[config.mk]
export PLATFORM = sky130hd
export DESIGN_NAME = wb_forward_source
export DESIGN_NICKNAME = d
export VERILOG_FILES = /design/src/rtl/wb_forward_source.sv
export SDC_FILE = /design/constraint.sdc
export NUM_CORES = 1
export LEC_CHECK = 0
export CAP_MARGIN = 20
export CELL_PAD_IN_SITES_DETAIL_PLACEMENT = 0
export CELL_PAD_IN_SITES_GLOBAL_PLACEMENT = 1
export CORE_MARGIN = 4
export CORE_UTILIZATION = 30
export DETAILED_ROUTE_END_ITERATION = 10
export GPL_ROUTABILITY_DRIVEN = 0
export GPL_TIMING_DRIVEN = 0
export PLACE_DENSITY_LB_ADDON = 0.1
export SETUP_SLACK_MARGIN = 0.05
export SYNTH_ARGS = -nofsm -noshare
export SYNTH_HDL_FRONTEND = slang
export SYNTH_SLANG_ARGS = --single-unit
[constraint.sdc]
create_clock -name clk -period 2.3 [get_ports clk]
set_input_delay 0.46 -clock clk [delete_from_list [all_inputs] [get_ports clk]]
set_output_delay 0.46 -clock clk [all_outputs]
set_load 0.05 [all_outputs]
[src/rtl/wb_forward_source.sv]
// wb_forward_source
//   Producer side of operand forwarding for the 5-stage WISC pipeline.
//   The block carries each result leaving EX through a MEM latch and a WB
//   latch. It drives the register-file write port from the WB latch. For the
//   instruction in decode, it picks the youngest in-flight producer of each
//   source register. When that producer is a load still in EX, it raises a
//   one-cycle load-use stall.
//
// Ports
//   clk, rst_n                  clock, synchronous active-low reset
//   ex_valid/ex_wr_en/ex_is_load/ex_dst/ex_result
//                               instruction leaving EX this cycle
//   mem_load_data               read data for the load held in the MEM latch
//   hold                        freeze both latches and the retire counter
//   flush                       drop the EX instruction (ignored under hold)
//   id_rs/id_rt, id_*_used      decode source registers and their use flags
//   fwd1_sel/fwd1_data          rs operand source (0 rf,1 EX,2 MEM,3 WB)/value
//   fwd2_sel/fwd2_data          rt operand source/value
//   load_use_stall              decode must stall one cycle
//   wb_en/wb_dst/wb_data        register-file write port
//   retired_cnt                 wrapping count of valid retirements
module wb_forward_source (
  input  logic        clk,
  input  logic        rst_n,
  input  logic        ex_valid,
  input  logic        ex_wr_en,
  input  logic        ex_is_load,
  input  logic [2:0]  ex_dst,
  input  logic [15:0] ex_result,
  input  logic [15:0] mem_load_data,
  input  logic        hold,
  input  logic        flush,
  input  logic [2:0]  id_rs,
  input  logic [2:0]  id_rt,
  input  logic        id_rs_used,
  input  logic        id_rt_used,
  output logic [1:0]  fwd1_sel,
  output logic [1:0]  fwd2_sel,
  output logic [15:0] fwd1_data,
  output logic [15:0] fwd2_data,
  output logic        load_use_stall,
  output logic        wb_en,
  output logic [2:0]  wb_dst,
  output logic [15:0] wb_data,
  output logic [15:0] retired_cnt
);

  localparam int DATA_W = 16;

  typedef struct packed {
    logic              stall;
    logic [1:0]        sel;
    logic [DATA_W-1:0] data;
  } fwd_t;

  // MEM latch
  logic              mem_vld_q, mem_vld_d;
  logic              mem_wr_q,  mem_wr_d;
  logic              mem_ld_q,  mem_ld_d;
  logic [2:0]        mem_dst_q, mem_dst_d;
  logic [DATA_W-1:0] mem_res_q, mem_res_d;
  // WB latch
  logic              wb_vld_q,  wb_vld_d;
  logic              wb_wr_q,   wb_wr_d;
  logic [2:0]        wb_dst_q,  wb_dst_d;
  logic [DATA_W-1:0] wb_data_q, wb_data_d;
  logic [15:0]       cnt_q,     cnt_d;

  // The value the MEM entry will produce. Loads resolve only once the memory
  // returns data, so the same mux feeds both the WB capture and MEM forwarding.
  logic [DATA_W-1:0] mem_val;
  assign mem_val = mem_ld_q ? mem_load_data : mem_res_q;

  // Youngest producer wins. A matching load in EX cannot supply data yet, so
  // it blocks the older MEM/WB copies and requests a stall instead.
  function automatic fwd_t resolve(input logic used, input logic [2:0] src);
    fwd_t r;
    r = '0;
    if (used) begin
      if (ex_valid && ex_wr_en && ex_dst == src) begin
        if (ex_is_load) r.stall = 1'b1;
        else begin
          r.sel  = 2'd1;
          r.data = ex_result;
        end
      end else if (mem_vld_q && mem_wr_q && mem_dst_q == src) begin
        r.sel  = 2'd2;
        r.data = mem_val;
      end else if (wb_vld_q && wb_wr_q && wb_dst_q == src) begin
        r.sel  = 2'd3;
        r.data = wb_data_q;
      end
    end
    return r;
  endfunction

  fwd_t fwd1, fwd2;
  always_comb begin
    fwd1 = resolve(id_rs_used, id_rs);
    fwd2 = resolve(id_rt_used, id_rt);
  end

  assign fwd1_sel       = fwd1.sel;
  assign fwd1_data      = fwd1.data;
  assign fwd2_sel       = fwd2.sel;
  assign fwd2_data      = fwd2.data;
  assign load_use_stall = fwd1.stall | fwd2.stall;

  // EX -> MEM -> WB stage advance; hold freezes everything, including flush
  always_comb begin
    mem_vld_d = mem_vld_q;
    mem_wr_d  = mem_wr_q;
    mem_ld_d  = mem_ld_q;
    mem_dst_d = mem_dst_q;
    mem_res_d = mem_res_q;
    wb_vld_d  = wb_vld_q;
    wb_wr_d   = wb_wr_q;
    wb_dst_d  = wb_dst_q;
    wb_data_d = wb_data_q;
    cnt_d     = cnt_q;
    if (!hold) begin
      mem_vld_d = ex_valid & ~flush;
      mem_wr_d  = ex_wr_en;
      mem_ld_d  = ex_is_load;
      mem_dst_d = ex_dst;
      mem_res_d = ex_result;
      wb_vld_d  = mem_vld_q;
      wb_wr_d   = mem_wr_q;
      wb_dst_d  = mem_dst_q;
      wb_data_d = mem_val;
      cnt_d     = cnt_q + {15'd0, wb_vld_q};
    end
  end

  always_ff @(posedge clk) begin
    if (!rst_n) begin
      mem_vld_q <= 1'b0;
      mem_wr_q  <= 1'b0;
      mem_ld_q  <= 1'b0;
      mem_dst_q <= '0;
      mem_res_q <= '0;
      wb_vld_q  <= 1'b0;
      wb_wr_q   <= 1'b0;
      wb_dst_q  <= '0;
      wb_data_q <= '0;
      cnt_q     <= '0;
    end else begin
      mem_vld_q <= mem_vld_d;
      mem_wr_q  <= mem_wr_d;
      mem_ld_q  <= mem_ld_d;
      mem_dst_q <= mem_dst_d;
      mem_res_q <= mem_res_d;
      wb_vld_q  <= wb_vld_d;
      wb_wr_q   <= wb_wr_d;
      wb_dst_q  <= wb_dst_d;
      wb_data_q <= wb_data_d;
      cnt_q     <= cnt_d;
    end
  end

  // WB stage: write is suppressed while held so the entry is written only once
  assign wb_en       = wb_vld_q & wb_wr_q & ~hold;
  assign wb_dst      = wb_dst_q;
  assign wb_data     = wb_data_q;
  assign retired_cnt = cnt_q;

endmodule

==> run metrics <==
Crit Path Class register to output port; DR iter-0 viols 258; Synth cell types 35; CP Capture Type output port; failing checks setup timing; Initial Utilization 30.6%; Clock Tree Root clkbuf_16; Die Wd 118 um; layout cells sized above 1 37.5%; Die Ht 118 um; dpl hpwl 10100 um; Max Transition Viols Final 0; most common cell after layout, fill and taps aside clkdlybuf4s50_1; area of the core 0.0120 sq mm; Vias/cell 5.29; Rows 40; Longest Clk Path Bufs 2; skew final 0.00687 ns; IO Port Bufs 119; Worst EP required 1.84 ns; drt pass-1 iters 4; drc violations 0; Arrival @ worst endpoint 2.06 ns; CTS tree yes; Total Wirelength 15300 um; Worst-path clk slew 0.06 ns; main combinational cell family by area after synthesis simple AND/OR/NAND/NOR gates; Max-slew headroom 56.0%; CP max FO 4; Tmin final 2.52 ns; Die Area 0.0140 sq mm; DP Worst Slack -1.48 ns; Setup crit start kind register; Inserted Diodes 0; Clock Latency Late Sink 0.34 ns; ANT nets after route 0; Seq cells post-synth 59; final worst setup slack -0.216 ns; worst hold path class register to register; Cells after Synth 462; unrepaired setup endpoints after global routing true; Mapped Nets 514; status finished, violations left; xor and xnor fraction of the mapped netlist area 6.70%; global-route wire length before repair 24400 um; area of the multi-input gates 0.00303 sq mm; area grow syn2layout 81.2%; Sink Count 59; Post-Syn Area 0.00366 sq mm; pin count of the biggest net entering global routing 12; io pins 123; Fillers 1103; hold_ws 0.492 ns; compound-cell area share of the yosys netlist 15.4%; PD cells 500 mW/mm^2; Pleak 2.42 nW; Nets 673; setup TNS -5.38 ns; Final Hold Viols 0; GRT Residual Overflow 0; # setup viols final 36; Max H-tree Level 3; max_cap viols 0; DR WL/cell 19.8 um; CTS buffer count 9; FF+latch area 0.00121 sq mm; YS warnings 0; Post-Synth Simple-Gate Area 27.2%; post-synthesis mux area share 12.6%; Max Fclk 397 MHz; mean post-synth cell area 7.92 sq um; worst-margin pin slew 0.660 ns; vias post-DR 4091; most frequent cells in the layout 70 x clkdlybuf4s50_1, 58 x nor2_1, 50 x dfxtp_1, 48 x buf_6, 34 x nor2b_1; peak supply drop 0.282 mV; post-route clock period utilization 109%; fraction of the mapped netlist area in adder cells 0.684%; All-Layer GR Usage 21.9%; Seq/Total Area, Yosys 32.3%; vias in the first global route 4266; initial antenna violation count 0
-- repair_timing --
action	in CTS	in global routing
pin swaps	27	13
gates cloned	7	0
endpoints found under the setup margin	38	37
setup buffers	23	2
gates resized for setup	437	21
hold buffers	0	0
-- cells by family (layout without fill, tap and decap cells) --
family | after synthesis | count (layout)
XOR/XNOR | 28 | 28
adder cells (fa/ha/maj) | 2 | 2
buffers and inverters | 38 | 202
multiplexers | 44 | 44
AO/OA/AOI/OAI | 109 | 109
flip-flops | 59 | 59
AND/OR/NAND/NOR | 182 | 182
-- final cells by class --
class | count | share of cell area (%)
plain buffers | 35 | 4.77
clock buffers | 10 | 3.77
clock inverters | 6 | 1.30
inverters | 1 | 0.0566
multi-input cells | 365 | 45.6
flip-flops and latches | 59 | 18.2
well taps | 147 | 2.77
repair buffers | 150 | 23.5
-- worst max-delay path: stages, from the launching register on --
cell	delay, ns
dfxtp_4	0.38
xor2_4	0.16
or4_4	0.52
buf_8	0.15
and3_4	0.14
o21a_1	0.20
buf_6	0.16
-- routing by layer --
metal	track usage, %	routed length (um)	vias to the layer above
met3	3.59	890	13
met1	29.3	6870	1989
met2	36.5	7350	142
met4	6.37	187	0
li1	-	-	1947
met5	0	0	-
-- power by group --
group / internal [mW] / switching (mW) / total (mW) / leakage, nW
logic: 0.277 / 0.379 / 0.657 / 1.77
registers: 1.07 / 0.0616 / 1.13 / 0.489
clock network: 1.01 / 0.518 / 1.53 / 0.164
total: 2.35 / 0.959 / 3.31 / 2.42
-- per-stage QoR --
stage	total power, mW	area [sq um]	util (%)	instances
6_report	3.31	6630	55.4	773
5_1_grt	3.44	6630	55.4	773
4_1_cts	3.32	6510	54.4	771
3_5_place_dp	1.73	5320	44.5	728
3_3_place_gp	1.72	5320	44.5	728
2_1_floorplan	1.49	3940	-	462
-- worst paths after layout --
| check | to | slack, ns | cells past startpoint | startpoint |
|---|---|---|---|---|
| min | mem_res_q[0]$_SDFFE_PN0N_ | 0.49 | 2 | mem_res_q[0]$_SDFFE_PN0N_ |
| min reg2reg | mem_res_q[0]$_SDFFE_PN0N_ | 0.49 | 2 | mem_res_q[0]$_SDFFE_PN0N_ |
| max | fwd1_sel[0] | -0.22 | 6 | mem_dst_q[1]$_SDFFE_PN0N_ |
| max reg2reg | retired_cnt[10]$_SDFFE_PN0N_ | 0.60 | 5 | wb_vld_q$_SDFFE_PN0N_ |
-- flip-flops by register name, summed over array words and instances, names as in the netlist --
name,flops
mem_dst_q,3
mem_ld_q,1
mem_res_q,16
mem_vld_q,1
mem_wr_q,1
retired_cnt,16
wb_data,16
wb_dst,3
wb_vld_q,1
wb_wr_q,1
-- cell usage after synthesis --
master	n	share of area, %
and2_2	1	0.21
buf_2	11	1.5
clkbuf_1	19	1.9
ha_1	2	0.68
a21oi_1	68	9.3
nand3_1	37	5.1
nor3b_1	1	0.21
o211a_1	2	0.55
mux2_2	16	4.9
o21ai_0	36	4.9
xnor2_1	8	1.9
and2_1	2	0.34
and4b_1	1	0.27
inv_1	1	0.10
nor4_4	4	2.3
or4_4	1	0.31
and4_1	3	0.72
nor2b_1	35	6.0
dfxtp_1	59	32
nor2_1	58	6.0
nand2_1	7	0.72
o21a_1	2	0.41
and3_1	3	0.51
and3_4	1	0.31
clkbuf_4	1	0.21
mux2i_1	28	7.7
a22oi_1	1	0.21
or4_1	2	0.41
buf_6	3	0.92
buf_1	2	0.21
dlygate4sd1_1	1	0.24
nor3_1	16	2.2
or3_1	3	0.51
xor2_1	20	4.8
nand4_1	7	1.2
(Power assumes the default switching activity.)
